File: config.mk
export PLATFORM = sky130hd
export DESIGN_NAME = circuit2_hlsm
export DESIGN_NICKNAME = d
export VERILOG_FILES = /design/src/rtl/circuit2_hlsm.sv
export SDC_FILE = /design/constraint.sdc
export NUM_CORES = 1
export LEC_CHECK = 0
export BUFFER_PORTS_ARGS = -buffer_cell sky130_fd_sc_hd__buf_2
export CAP_MARGIN = 30
export CORE_ASPECT_RATIO = 0.9
export CORE_MARGIN = 3
export CORE_UTILIZATION = 30
export DETAILED_ROUTE_END_ITERATION = 8
export PLACE_DENSITY_LB_ADDON = 0.12
export SYNTH_ARGS = -nofsm -noshare
export SYNTH_HDL_FRONTEND = slang
export SYNTH_SLANG_ARGS = --single-unit
File: constraint.sdc
create_clock -name Clk -period 12.8 [get_ports Clk]
set_clock_uncertainty 0.1 [all_clocks]
set_input_delay 1.92 -clock Clk [delete_from_list [all_inputs] [get_ports Clk]]
set_output_delay 1.92 -clock Clk [all_outputs]
set_load 0.005 [all_outputs]
File: src/rtl/circuit2_hlsm.sv
// Multi-cycle scheduled datapath for d/e/f compare-select-shift.
// It uses one shared add/sub unit, one signed comparator and one bidirectional shifter.
module circuit2_hlsm #(
    parameter int DATAWIDTH = 32
) (
    input  logic                 Clk,
    input  logic                 Rst,
    input  logic                 Start,
    input  logic [DATAWIDTH-1:0] a,
    input  logic [DATAWIDTH-1:0] b,
    input  logic [DATAWIDTH-1:0] c,
    output logic                 Done,
    output logic [DATAWIDTH-1:0] z,
    output logic [DATAWIDTH-1:0] x
);

    typedef enum logic [3:0] {
        WAIT, S1, S2, S3, S4, S5, S6, S7, FINAL
    } state_t;

    state_t state_q, state_d;

    logic [DATAWIDTH-1:0] ra_q, rb_q, rc_q, ra_d, rb_d, rc_d;
    logic [DATAWIDTH-1:0] d_q, e_q, f_q, g_q, h_q, d_d, e_d, f_d, g_d, h_d;
    logic [DATAWIDTH-1:0] x_q, z_q, x_d, z_d;
    logic                 dlte_q, deq_q, dlte_d, deq_d;

    // Shared functional units; operand steering depends only on the current state.
    logic [DATAWIDTH-1:0] alu_b, alu_res;
    logic                 cmp_lt, cmp_eq;
    logic                 sh_left, sh_amt;
    logic [DATAWIDTH-1:0] sh_in, sh_res;

    always_comb begin
        alu_b   = (state_q == S2) ? rc_q : rb_q;
        alu_res = (state_q == S3) ? (ra_q - alu_b) : (ra_q + alu_b);
        cmp_lt  = $signed(d_q) < $signed(e_q);
        cmp_eq  = (d_q == e_q);
        sh_left = (state_q == S6);
        sh_in   = sh_left ? g_q : h_q;
        sh_amt  = sh_left ? dlte_q : deq_q;
        sh_res  = sh_left ? (sh_in << sh_amt) : (sh_in >> sh_amt);
    end

    always_comb begin
        state_d = state_q;
        ra_d    = ra_q;
        rb_d    = rb_q;
        rc_d    = rc_q;
        d_d     = d_q;
        e_d     = e_q;
        f_d     = f_q;
        g_d     = g_q;
        h_d     = h_q;
        dlte_d  = dlte_q;
        deq_d   = deq_q;
        x_d     = x_q;
        z_d     = z_q;
        case (state_q)
            WAIT: begin
                if (Start) begin
                    ra_d    = a;
                    rb_d    = b;
                    rc_d    = c;
                    state_d = S1;
                end
            end
            S1: begin
                d_d     = alu_res;
                state_d = S2;
            end
            S2: begin
                e_d     = alu_res;
                state_d = S3;
            end
            S3: begin
                f_d     = alu_res;
                state_d = S4;
            end
            S4: begin
                dlte_d  = cmp_lt;
                deq_d   = cmp_eq;
                state_d = S5;
            end
            S5: begin
                g_d     = dlte_q ? d_q : e_q;
                state_d = S6;
            end
            S6: begin
                h_d     = deq_q ? g_q : f_q;
                x_d     = sh_res;
                state_d = S7;
            end
            S7: begin
                z_d     = sh_res;
                state_d = FINAL;
            end
            FINAL:   state_d = WAIT;
            default: state_d = WAIT;
        endcase
    end

    always_ff @(posedge Clk or posedge Rst) begin
        if (Rst) begin
            state_q <= WAIT;
            ra_q    <= '0;
            rb_q    <= '0;
            rc_q    <= '0;
            d_q     <= '0;
            e_q     <= '0;
            f_q     <= '0;
            g_q     <= '0;
            h_q     <= '0;
            dlte_q  <= 1'b0;
            deq_q   <= 1'b0;
            x_q     <= '0;
            z_q     <= '0;
        end else begin
            state_q <= state_d;
            ra_q    <= ra_d;
            rb_q    <= rb_d;
            rc_q    <= rc_d;
            d_q     <= d_d;
            e_q     <= e_d;
            f_q     <= f_d;
            g_q     <= g_d;
            h_q     <= h_d;
            dlte_q  <= dlte_d;
            deq_q   <= deq_d;
            x_q     <= x_d;
            z_q     <= z_d;
        end
    end

    // Done is a pure state decode, so the ninth cycle counting the Start cycle carries it.
    assign Done = (state_q == FINAL);
    assign x    = x_q;
    assign z    = z_q;

endmodule

Word level (Yosys, flattened, before mapping)
Cells that the tools add are included.

operators by class
  reductions and logical operators = 2
  divide/modulo/power cells = 0
  equal/unequal tests = 10
  bitwise operators = 0
  $lt $le $gt $ge = 1
  shift operators = 2
  multiplexer cells = 9
  multipliers = 0
  add/subtract/negate cells = 2

operator list
  cell                  count
  $mux W32              6
  $add A32 B32 Y32      1
  $eq A32 B32 Y1        1
  $lt A32 B32 Y1        1
  $pmux W4 S8           1
  $shl A32 B1 Y32       1
  $shr A32 B1 Y32       1
  $sub A32 B32 Y32      1
  $eq A4 B3 Y1 const B  4
  $eq A4 B2 Y1 const B  2
  $eq A4 B1 Y1 const B  1
  $eq A4 B4 Y1 const B  1
  $logic_not A4 Y1      1
  $mux W4               1
  $ne A2 B2 Y1 const B  1
  $reduce_and A2 Y1     1
  $mux W1               1

word-level totals
  output and inout bits = 65
  logic and storage cells = 39
  latch bits = 0
  bits in registers = 326
  memory bits (writable) = 0
  memory bits (read-only) = 0
  memories = 0

Longest topological paths before layout
  depth in word-level cells = 4
  mapped depth = 21
  gate-level depth less buffers = 17

Worst setup path before layout
Ideal clock, no wire load.

  path kind = register -> register
  start = reg state_q[3]
  end = reg d_q[24]
  data required time = 12.570 ns
  cell stages (with the launch flop) = 18
  buffers on the path = 5
  path slack = 8.331 ns
  arrival = 4.239 ns
  cells stage by stage = dfrtp_1 > buf_6 > or4b_4 > clkbuf_1 > clkbuf_1 > clkbuf_1 > buf_1 > nand2_1 > o21ai_0 > fa_1 > a21o_1 > a311o_1 > a21oi_1 > nor2_1 > a32o_1 > a221oi_1 > xor2_1 > o21ai_0

on the way
  word-level cells in the longest chain between the ends = 4

ends and longest elaborated chain
  element                                               line  source
  start, declared                                       21    state_t state_q, state_d;
  start signal, assigned                                119   state_q <= state_d;
  $eq A4 B2 Y1                                          35    alu_b = (state_q == S2) ? rc_q : rb_q;
  $mux W32                                              35
  $add A32 B32 Y32 or $sub A32 B32 Y32 (tied branches)  36    alu_res = (state_q == S3) ? (ra_q - alu_b) : (ra_q + alu_b);
  $mux W32                                              36
  end signal, assigned                                  109   d_q <= '0;
  end signal, assigned                                  123   d_q <= d_d;
  end, declared                                         24    logic [DATAWIDTH-1:0] d_q, e_q, f_q, g_q, h_q, d_d, e_d, f_d, g_d, h_d;

Several ways; a longest one is shown, not always the timed one.
A chain may end at the register's enable or synchronous reset.

Worst setup path in the final report
  start = reg state_q[3]
  end = reg e_q[31]

on the way
  word-level cells in the longest chain between the ends = 4

ends and longest elaborated chain
  element                                               line    source
  $eq A4 B2 Y1                                          35, 59
  $mux W32                                              35
  $add A32 B32 Y32 or $sub A32 B32 Y32 (tied branches)  36
  $mux W32                                              36
  end signal, assigned                                  110     e_q <= '0;
  end signal, assigned                                  124     e_q <= e_d;
  end, declared                                         24

Several ways; a longest one is shown, not always the timed one.

==> results list <==
- Status: finished, final reports clean
* Most instantiated flip-flop cell in the synthesis netlist: sky130_fd_sc_hd__dfrtp_1
* Hold Crit Class: reg2reg
- Maximum number of pins on one net before global-route repair: 129
- Initial antenna violation count: 0
* Number of CTS-inserted buffers: 40
* DR vias/cell: 4.70
* Later-pin clock latency in the skew report: 550 ps
- Clock tree from TritonCTS: built
* Area of the multi-input gates: 8170 µm²
- Summing all non-filler instances in the final layout gives an area of 19900 µm².
- Yosys synthesis warning count: 0
- In the final layout, the share of cells above drive strength 1 is 20.6%.
* Synth unique cells: 69
* Row count: 81
- Crit path time final: 5190 ps
- Of the synthesized area, sequential elements account for 48.5%.
* Setup slack of the most critical reg-to-reg path: 7610 ps
- Post-CTS setup-driven buffer insertion count: 0
- CTS placed an instance of sky130_fd_sc_hd__clkbuf_16 at the clock tree root.
- Number of failing hold endpoints at the final stage: 0
* Final total negative setup slack: 0 ps
- Die W: 256 µm
- Average cell area after synthesis: 10.2 µm²
* H-tree levels: 2
- Once the clock tree was built, the resizer swapped 0 gates to a different size.
- Number of DRC violations after detailed-routing iteration 0: 568
* WL met1: 24100 µm
* Element type at the critical path start: flip-flop
* CP max stage delay: 570 ps
- Number of global-route vias before repair: 12100
- Once layout is complete, the cells apart from fillers number 2558.
- Final core utilization: 36.2%
- 0 antenna diodes ended up in the layout.
- For the pin with the worst max-slew slack, the measured transition is 973 ps.
- Total Die Area: 58900 µm²
* First-pass GRT wire length: 70600 µm
- The top cell types in the final layout, fill and taps aside, are sky130_fd_sc_hd__dfrtp_1, sky130_fd_sc_hd__nand2_1, sky130_fd_sc_hd__buf_2, sky130_fd_sc_hd__mux2i_1, sky130_fd_sc_hd__a21oi_1.
* Critical path launch point: state_q[3]$_DFFE_PP0P_
* Origin of the critical flop-to-flop path: state_q[3]$_DFFE_PP0P_
- Die Height: 231 µm
- After detailed routing, the average wire length per cell comes to 17.3 µm.
- Quantity of I/O buffers inserted on ports: 163
- The placed instances occupy a cell area of 18400 µm².
* Post-detailed-route count of antenna-violating nets: 0
* Headroom to the max-slew limit: 34.2%
- Initial cell density of the core: 30.6%
- Ordered list of cells on the worst path: nor4b_2 -> buf_4 -> mux2i_1 -> o221ai_2 -> o21bai_4 -> nor2b_4 -> and3b_1 -> nor2_1 -> xor2_1 -> ha_1 -> a21oi_1 -> o21ai_0 -> a2111oi_0 -> a211o_1 -> o31ai_1 -> xnor2_1 -> xor2_1 -> o21ai_1
* CP Data Arrival Time: 5490 ps
- Post-layout net count: 1943
- After detailed placement, the design holds a cell count of 2482.
- Detailed-route wire length: 44200 µm
- Critical path's most frequent cell: sky130_fd_sc_hd__xor2_1
- Setup repair after global routing left no endpoint under its margin.
* Synthesis-to-layout area growth: 18.3%
- The core region is 54900 µm².
- Overflow after GRT: 0
* EDFF count, synth: 0
- After filler insertion, the fill cell instance count of the layout stands at 5626.
* Highest fanout seen on the critical path: 45
- Share of synthesized flip-flops with an asynchronous set or reset: 100%
* Start-to-end type of the worst setup path: reg2reg
- After clock tree synthesis, the clock-pin slew on the worst setup and hold paths is 60 ps.
- Worst path required time: 13100 ps
- Pre-Repair DR Iteration Count: 4
* Final count of negative-setup-slack endpoints: 0
* Routed met3 length: 1810 µm
- The worst setup path is captured at a flip-flop.
- Counting every sink on the clock net gives 326.
- Remaining DRCs: 0
- 164 I/O pins were placed.
- Mapped Nets: 1815
- Across the run, the number of max-cap violations was 0.
- The longest clock path from root to sink contains 3 buffers.
- Summed over all nets, wire length on met2 after detailed routing comes to 17600 µm.
- Synthesis produced a netlist whose cell count is 1652.
* CP Buf/Inv Count: 1
- The number of pins exceeding their max-slew limit in the final report was 0.
- The worst hold path terminates at z[23]$_DFFE_PP0P_.
- Final weighted congestion in routability-driven placement: 0.811
- Counting instances, the worst hold path has a depth of 2.
- The final critical path takes up 40.5% of the cycle.
- On the critical path the largest part of the delay comes from compound AO/OA/AOI/OAI gates.
* Endpoint of the most critical register-to-register path: e_q[31]$_DFFE_PP0P_
* Worst-case reg-to-reg path depth: 18
- Global routing used 14.9% of the available tracks across all layers.
- The synthesized design spends more area on one cell type than any other, namely sky130_fd_sc_hd__dfrtp_1.
- Summing every instance area after synthesis gives 16800 µm².
- HPWL reported at the end of detailed placement: 31600 µm
- The library cell used most frequently in the layout, excluding fill and tap cells, is sky130_fd_sc_hd__dfrtp_1.
* Most area-consuming cells after synthesis: sky130_fd_sc_hd__dfrtp_1, sky130_fd_sc_hd__mux2i_1, sky130_fd_sc_hd__mux2_2
* Number of vias in the routed layout: 12000
* Portion of synthesized cell area occupied by the leading cell type: 48.5%
- Peak Freq: 193 MHz
- Synthesis inferred 326 register bits.
* Register area: 8160 µm²
- Hold Buf Count CTS: 0
- Max Used Layer: met4
- The slowest stage of the critical path belongs to the cell sky130_fd_sc_hd__buf_4.
- The worst hold path begins at z[23]$_DFFE_PP0P_.
-- tightest hold or removal path, delay by kind of cell (launching register included) --
family	cells	cell delay [ps]
AO/OA/AOI/OAI	1	50
flip-flops	1	340
AND/OR/NAND/NOR	1	40
-- kinds of logic (layout without fill, tap and decap cells) --
family,Yosys count,after routing,synth area share (%)
XOR/XNOR,62,62,3.23
flip-flops,326,326,48.5
multiplexers,255,255,15.9
buffers and inverters,140,299,3.24
AO/OA/AOI/OAI,381,381,13.0
adder cells (fa/ha/maj),64,64,4.81
AND/OR/NAND/NOR,424,424,11.3
-- per-stage QoR --
step           hold WS, ps  setup WS [ps]
2_1_floorplan          345           1750
3_3_place_gp           356           7840
3_5_place_dp           366           7650
4_1_cts                379           7590
5_1_grt                395           7110
6_report               369           7610
-- synthesized netlist by cell type, drive strengths merged (3+ instances only) --
master,n
or2,4
dfrtp,326
o31ai,4
nand3,12
mux2i,158
xnor2,22
nor2b,8
ha,63
inv,44
a2111oi,3
mux2,97
nand4,12
a211oi,3
nor2,129
a31oi,4
and3,5
clkbuf,69
o211ai,6
xor2,40
a21o,27
or3,6
nor3,29
o21ai,144
and4,4
o21bai,4
o21a,7
nand2,179
a21oi,154
or4,6
buf,27
nand2b,13
nor4,9
-- metal layers --
layer / vias up / track usage [%]
met1: 5667 / 23.4
met2: 224 / 21.0
met5: - / 0
li1: 6084 / -
met3: 51 / 2.75
met4: 0 / 3.60
-- final cells by class --
type | count | share of cell area, %
clock inverter | 18 | 1.33
inverter | 44 | 0.868
clock buffer | 55 | 5.78
tap | 747 | 4.70
timing repair buffer | 182 | 5.22
multi-input combinational | 1186 | 41.1
sequential | 326 | 41.0
-- state kept, by name, indices dropped and copies added, names as in the netlist --
register	count
ra_q	32
f_q	32
x	32
dlte_q	1
g_q	32
rb_q	32
e_q	32
d_q	32
h_q	32
state_q	4
deq_q	1
z	32
rc_q	32
-- how the worst max path moves through the flow --
stage                           to  slack [ps]  depth (start not counted)
2_1_floorplan   d_q[0]$_DFFE_PP0P_        1750                          1
3_3_place_gp   e_q[31]$_DFFE_PP0P_        7840                         15
3_5_place_dp   e_q[31]$_DFFE_PP0P_        7650                         18
4_1_cts        e_q[31]$_DFFE_PP0P_        7590                         18
5_1_grt        e_q[31]$_DFFE_PP0P_        7110                         18
6_report       e_q[31]$_DFFE_PP0P_        7610                         18
Power is not shown: default switching activity piles up to over one toggle a cycle in this logic, so the estimate is an artifact.
